`config.mk`:
```
export PLATFORM = sky130hd
export DESIGN_NAME = uart_rx_deserializer
export DESIGN_NICKNAME = d
export VERILOG_FILES = /design/src/rtl/uart_rx_deserializer.sv
export SDC_FILE = /design/constraint.sdc
export NUM_CORES = 1
export LEC_CHECK = 0
export ABC_AREA = 1
export BUFFER_PORTS_ARGS = -buffer_cell sky130_fd_sc_hd__buf_2
export CORE_MARGIN = 3
export CORE_UTILIZATION = 64
export CTS_CLUSTER_DIAMETER = 30
export DETAILED_ROUTE_END_ITERATION = 10
export PLACE_DENSITY = 0.89
export REMOVE_ABC_BUFFERS = 1
export SLEW_MARGIN = 20
export SYNTH_ARGS = -nofsm -noshare
export SYNTH_HDL_FRONTEND = slang
export SYNTH_SLANG_ARGS = --single-unit
```
`constraint.sdc`:
```
create_clock -name clk -period 3.55 [get_ports clk]
set_input_delay 0.5325 -clock clk [delete_from_list [all_inputs] [get_ports clk]]
set_output_delay 0.5325 -clock clk [all_outputs]
set_load 0.02 [all_outputs]
```
`src/rtl/uart_rx_deserializer.sv`:
```
// 8N1 receiver: two-flop line sync, mid-bit sampling FSM, byte buffer with valid/read handshake.
// Optional UART_RX_FIFO_EN selects a FIFO_DEPTH-entry circular buffer instead of one holding register.
module uart_rx_deserializer #(
  parameter int CLKS_PER_BIT = 385,
  parameter int FIFO_DEPTH   = 4
) (
  input  logic       clk,
  input  logic       reset,
  input  logic       i_UART_TX,
  input  logic       i_rx_read,
  input  logic       i_clear_err,
  output logic [7:0] o_rx_data,
  output logic       o_rx_valid,
  output logic       o_rx_busy,
  output logic       o_frame_err,
  output logic       o_overrun
);

  if (CLKS_PER_BIT < 4 || CLKS_PER_BIT > 65535 || FIFO_DEPTH < 2 ||
      (FIFO_DEPTH & (FIFO_DEPTH - 1)) != 0) begin : g_bad_param
    $error("uart_rx_deserializer: illegal parameter value");
  end

  // IDLE wait start | START confirm start mid-bit | DATA shift 8 bits | STOP check stop | BREAK wait line high
  typedef enum logic [2:0] {S_IDLE, S_START, S_DATA, S_STOP, S_BREAK} state_t;

  localparam logic [15:0] HALF_BIT = 16'(CLKS_PER_BIT / 2);
  localparam logic [15:0] FULL_BIT = 16'(CLKS_PER_BIT);

  state_t      state;
  logic        sync1, rx_s;
  logic [15:0] cnt;
  logic [2:0]  idx;
  logic [7:0]  shift;
  logic        push, frame_set, overrun_set, pop, full;
  logic [7:0]  push_byte;
  logic        tc;

  assign tc = (cnt == 16'd1);

  always_ff @(posedge clk) begin
    if (!reset) begin
      sync1 <= 1'b1;
      rx_s  <= 1'b1;
    end else begin
      sync1 <= i_UART_TX;
      rx_s  <= sync1;
    end
  end

  always_ff @(posedge clk) begin
    if (!reset) begin
      state     <= S_IDLE;
      cnt       <= 16'd0;
      idx       <= 3'd0;
      shift     <= 8'h00;
      push      <= 1'b0;
      push_byte <= 8'h00;
      frame_set <= 1'b0;
      o_rx_busy <= 1'b0;
    end else begin
      push      <= 1'b0;
      frame_set <= 1'b0;
      case (state)
        S_IDLE: if (!rx_s) begin
          cnt       <= HALF_BIT;
          state     <= S_START;
          o_rx_busy <= 1'b1;
        end
        S_START: if (tc) begin
          if (!rx_s) begin
            cnt   <= FULL_BIT;
            idx   <= 3'd0;
            state <= S_DATA;
          end else begin
            state     <= S_IDLE;
            o_rx_busy <= 1'b0;
          end
        end else cnt <= cnt - 16'd1;
        S_DATA: if (tc) begin
          shift[idx] <= rx_s;
          cnt        <= FULL_BIT;
          if (idx == 3'd7) state <= S_STOP;
          else idx <= idx + 3'd1;
        end else cnt <= cnt - 16'd1;
        S_STOP: if (tc) begin
          if (rx_s) begin
            push      <= 1'b1;
            push_byte <= shift;
            state     <= S_IDLE;
            o_rx_busy <= 1'b0;
          end else begin
            frame_set <= 1'b1;
            state     <= S_BREAK;
          end
        end else cnt <= cnt - 16'd1;
        S_BREAK: if (rx_s) begin
          state     <= S_IDLE;
          o_rx_busy <= 1'b0;
        end
        default: begin
          state     <= S_IDLE;
          o_rx_busy <= 1'b0;
        end
      endcase
    end
  end

`ifdef UART_RX_FIFO_EN
  localparam int AW = $clog2(FIFO_DEPTH);
  localparam logic [AW:0] PTR_ONE = {{AW{1'b0}}, 1'b1};

  logic [7:0] mem [FIFO_DEPTH];
  logic [AW:0] wr_ptr, rd_ptr;
  logic        empty, wr_en;

  assign empty = (wr_ptr == rd_ptr);
  assign full  = (wr_ptr[AW-1:0] == rd_ptr[AW-1:0]) && (wr_ptr[AW] != rd_ptr[AW]);
  assign pop   = i_rx_read && !empty;
  assign wr_en = push && (!full || pop);

  always_ff @(posedge clk) begin
    if (wr_en) mem[wr_ptr[AW-1:0]] <= push_byte;
  end

  always_ff @(posedge clk) begin
    if (!reset) begin
      wr_ptr <= '0;
      rd_ptr <= '0;
    end else begin
      if (wr_en) wr_ptr <= wr_ptr + PTR_ONE;
      if (pop)   rd_ptr <= rd_ptr + PTR_ONE;
    end
  end

  assign o_rx_valid = !empty;
  assign o_rx_data  = empty ? 8'h00 : mem[rd_ptr[AW-1:0]];
`else
  logic [7:0] hold;
  logic       hold_valid;

  assign full = hold_valid;
  assign pop  = i_rx_read && hold_valid;

  always_ff @(posedge clk) begin
    if (!reset) begin
      hold       <= 8'h00;
      hold_valid <= 1'b0;
    end else if (push && (!full || pop)) begin
      hold       <= push_byte;
      hold_valid <= 1'b1;
    end else if (pop) begin
      hold_valid <= 1'b0;
    end
  end

  assign o_rx_valid = hold_valid;
  assign o_rx_data  = hold;
`endif

  assign overrun_set = push && full && !pop;

  // Set beats clear when both land on the same cycle.
  always_ff @(posedge clk) begin
    if (!reset) begin
      o_frame_err <= 1'b0;
      o_overrun   <= 1'b0;
    end else begin
      if (frame_set)        o_frame_err <= 1'b1;
      else if (i_clear_err) o_frame_err <= 1'b0;
      if (overrun_set)      o_overrun   <= 1'b1;
      else if (i_clear_err) o_overrun   <= 1'b0;
    end
  end

endmodule

```
# Yosys cells after proc, flatten, opt, wreduce, memory -nomap -nowiden

Index checks and enable logic that the tools add are counted.

Bits in registers: 54
Input bits: 5
Output and inout port bits: 12
Logic and storage cells: 92

$add $sub $neg: 2
$lt $le $gt $ge: 2
Eq/ne operators: 17
Mux-type cells: 34
Bitwise gates (word level): 1
Reductions and logical operators: 22

Operators by type and width:

| cell                  | number |
|---|---|
| $mux 16               | 5 |
| $pmux 16 s4           | 1 |
| $mux 3                | 11 |
| $ne 2x2->1 const B    | 9 |
| $eq 16x1->1 const B   | 1 |
| $sub 16x1->16 const B | 1 |
| $pmux 3 s5            | 1 |
| $mux 1                | 11 |
| $reduce_and 3->1      | 3 |
| $bwmux 8              | 1 |
| $reduce_bool 2->1     | 4 |
| $eq 3x2->1 const B    | 2 |
| $eq 3x3->1 const B    | 2 |
| $pmux 3 s2            | 1 |
| $reduce_and 6->1      | 1 |
| $logic_and 1x1->1     | 5 |
| $reduce_and 5->1      | 1 |
| $lt 3x4->1 const B    | 1 |
| $pmux 1 s4            | 1 |
| $reduce_and 4->1      | 1 |
| $reduce_bool 4->1     | 1 |
| $add 3x1->3 const B   | 1 |
| $demux 1 s3           | 1 |
| $eq 3x1->1 const B    | 1 |
| 10 further kinds      | 11 |

# Longest topological paths before layout

Depth in word-level cells: 5
Depth in mapped cells: 11
Depth with buffers taken out: 11

# Worst setup path after synthesis

No wires, ideal clock.

Path type: flip-flop to flip-flop
Start: register cnt[1]
End: register cnt[1]
Arrival: 1.447 ns
Slack: 1.977 ns
Stages on the path, launching flop included: 11
Path buffers: 1
Cells stage by stage: dfxtp_1 inv_1 ha_1 nand3_1 nor2_2 nand3_1 nand3_2 inv_2 buf_6 o21ai_1 nor2_1

Word-level cells in the longest chain between the ends: 3
Elaborated cells on any way between the ends: 9

Ends and longest elaborated chain:

| what                                                   | RTL line | source |
|---|---|---|
| start: declaration                                     | 32       | `logic [15:0] cnt;` |
| start signal: assignment                               | 79       | `end else cnt <= cnt - 16'd1;` |
| start signal: assignment                               | 85       | `end else cnt <= cnt - 16'd1;` |
| start signal: assignment                               | 96       | `end else cnt <= cnt - 16'd1;` |
| $sub 16x1->16 / $eq 16x1->1 (equally long branches)    | --       |  |
| $mux 16 (tied with other cells)                        | 86       | `S_STOP: if (tc) begin` |
| $pmux 16 s4 / $reduce_and 4->1 (equally long branches) | --       |  |

Parallel ways exist; a longest one is shown, timed or not. The select of a mux whose other input is x is not followed.
A chain may end at the register's enable or synchronous reset.

# Worst setup path in the final report

Start: register state[1]
End: register cnt[1]

Word-level cells in the longest chain between the ends: 3
Elaborated cells on any way between the ends: 10

Ends and longest elaborated chain:

| what                                                | RTL line | source |
|---|---|---|
| start: declaration                                  | 30       | `state_t state;` |
| start signal: assignment                            | 53       | `state <= S_IDLE;` |
| start signal: assignment                            | 67       | `state <= S_START;` |
| start signal: assignment                            | 74       | `state <= S_DATA;` |
| $eq 3x1->1 (tied with other cells)                  | 64       | `case (state)` |
| $ne 3x3->1 (no source line) (tied with other cells) | --       |  |
| $reduce_and 4->1 (no source line)                   | --       |  |

Parallel ways exist; a longest one is shown, timed or not.

==> impl_metrics.tcl <==
set metrics [dict create \
    drt_pass1_iterations 5 \
    finish.utilization_pct 71.7 \
    p_leak_nw 1.32 \
    drv_cap 0 \
    htreeDepth 2 \
    power_density_mw_per_mm2 919 \
    hold_path_class "in -> reg" \
    grt_overflow 0 \
    met1_usage_pct 31.6 \
    portBuffers 16 \
    synth_edf_count 0 \
    fillers 336 \
    io_pins 17 \
    num_antenna_cells 0 \
    grt_max_degree 34 \
    clk_latency_ns 0.32 \
    finalCritPeriodShare_pct 58.7 \
    r2r_start "state[1]" \
    fin_tns_setup_ns 0 \
    grt_pass1_wl_um 10100 \
    row_count 23 \
    finalClockSkew_ns 0.00721 \
    path_clk_slew_ns 0.10 \
    slew_headroom_pct 58.1 \
    synth_common_cells "nand2_1, nor2_1, dfxtp_1" \
    met2_usage_pct 39.4 \
    worst_slew_pin_slew_ns 0.628 \
    gp_congestion 0.922 \
    yosysWarningCount 0 \
    crit_type "reg -> reg" \
    end_kind "register" \
    synth-async-reset-ratio_pct 0 \
    yosysSeqAreaShare_pct 39.7 \
    netlist_instances 398 \
    grtUsageMet3_pct 3.84 \
    synthFlopType "dfxtp_1" \
    cp.arrival_ns 2.28 \
    die_x_um 71.2 \
    syn_avg_cell_area_um2 6.83 \
    post-route-min-period_ns 2.08 \
    wirelength_um 5720 \
    grt_busiest_layer "met2" \
    numCtsBuffers 5 \
    max_freq_mhz 480 \
    cts_resized 0 \
    avgRoutedWirePerCell_um 12.3 \
    cts_tree "yes" \
    start_util_pct 67.0 \
    postCtsSetupBuffers 0 \
    die_h_um 71.2 \
    nets 421 \
    dieArea_mm2 0.00507 \
    vias 2600 \
    drt_iter0_markers 211 \
    grt_pass1_vias 2379 \
    synth_most_common_cell "nand2_1" \
    clock_sinks 54 \
    yosys.area.top_type "dfxtp_1" \
    antenna_found_initial 0 \
    hold_viol 0 \
    syn2layout_area_growth_pct 6.99 \
    crit_required_ns 3.75 \
    vdd_drop_max_mv 0.501 \
    finalMaxSlewViolations 0 \
    cts_hold_buf 0 \
    drive_gt1_share_pct 14.0 \
    grt.total_usage_pct 24.4 \
    status "finished, final reports clean" \
    netlist.area_leader.share_pct 39.7 \
    clockBufferDepth 2 \
    dp_hpwl_um 4110 \
    setup_viol 0 \
    synth.cell_area_mm2 0.00272 \
    start_kind "register" \
    ant_nets 0 \
    yosys_register_bits 54 \
    cp_max_fo 13 \
    synth_area_leaders "dfxtp_1, nand2_1, nor2_1, inv_1, a21oi_1" \
    hold_start "i_UART_TX" \
    synth_cell_type_count 30 \
    crit_start "state[1]" \
    route.detailed.drc 0 \
    rsz0062_at_grt "false" \
    vias_per_cell 5.62 \
    cts-root-buf "clkbuf_8" \
    core_mm2 0.00406 \
]
cells by family after synthesis:
| family | share of synthesized area, % |
|---|---|
| simple gates | 35.0 |
| buf+inv | 8.88 |
| flops | 39.7 |
| fa+ha+maj | 1.84 |
| compound gates | 13.2 |
| xor+xnor | 1.29 |
metrics by stage:
stage	hold slack (ns)	instances	total power, mW	setup slack [ns]	area [µm²]
CTS	0.385	463	2.65	1.52	2910
floorplan	0.393	389	1.98	1.91	2670
global route	0.393	463	2.94	1.30	2910
finish	0.390	463	2.68	1.47	2910
detailed placement	0.405	455	2.27	1.55	2810
global placement	0.399	455	2.22	1.66	2810
path summary, 6_finish.rpt:
kind	end	slack, ns	cells past startpoint
worst max-delay path	cnt[1]	1.47	5
worst min-delay path	sync1	0.39	2
worst max register to register	cnt[1]	1.47	5
worst min register to register	rx_s	0.43	1
worst max-delay path, cell delays in order, from the launching register on:
cell	delay (ns)
dfxtp_1	0.46
nor2_1	0.14
a21oi_2	0.54
nand3_2	0.30
o21ai_2	0.43
nor2_1	0.09
sequential cells by signal, summed over array words and instances, names as in the netlist:
name,count
cnt,16
o_rx_data,8
push_byte,8
shift,8
idx,3
state,3
frame_set,1
o_frame_err,1
o_overrun,1
o_rx_busy,1
o_rx_valid,1
push,1
rx_s,1
sync1,1
cell usage in the layout (no fill, tap or decap), types with 2 or more instances in the layout:
cell type	count
o21ai_1	2
nand4_1	10
nor2_1	65
or2_2	2
inv_1	44
xor2_1	4
nand2_1	85
dfxtp_1	54
o21ai_2	4
inv_2	7
clkbuf_8	5
nand3_2	7
ha_1	4
o21ai_0	25
nand2_2	2
nor3_1	2
a21oi_1	30
nor2_2	5
a21oi_2	3
nand3_1	27
buf_2	16
power by group:
part | internal (mW) | switching [mW] | total [mW]
sequential | 0.707 | 0.100 | 0.807
clock | 0.148 | 0.221 | 0.369
combinational | 0.479 | 1.02 | 1.50
per-layer routing:
layer	wire length (µm)	share of wire, %
met5	0	0
met4	93	1.6
met3	347	6.1
met2	2580	45
met1	2690	47
final cells by class:
class                   count  area, µm²  area share, %
clock inverters             3       28.8          0.989
multi-input cells         284       1400           48.0
clock buffers               5       68.8           2.36
well taps                  50       62.6           2.15
repair buffers             16       80.1           2.75
inverters                  51        191           6.58
flip-flops and latches     54       1080           37.1
Note: power is estimated with default switching activity, not from simulation.
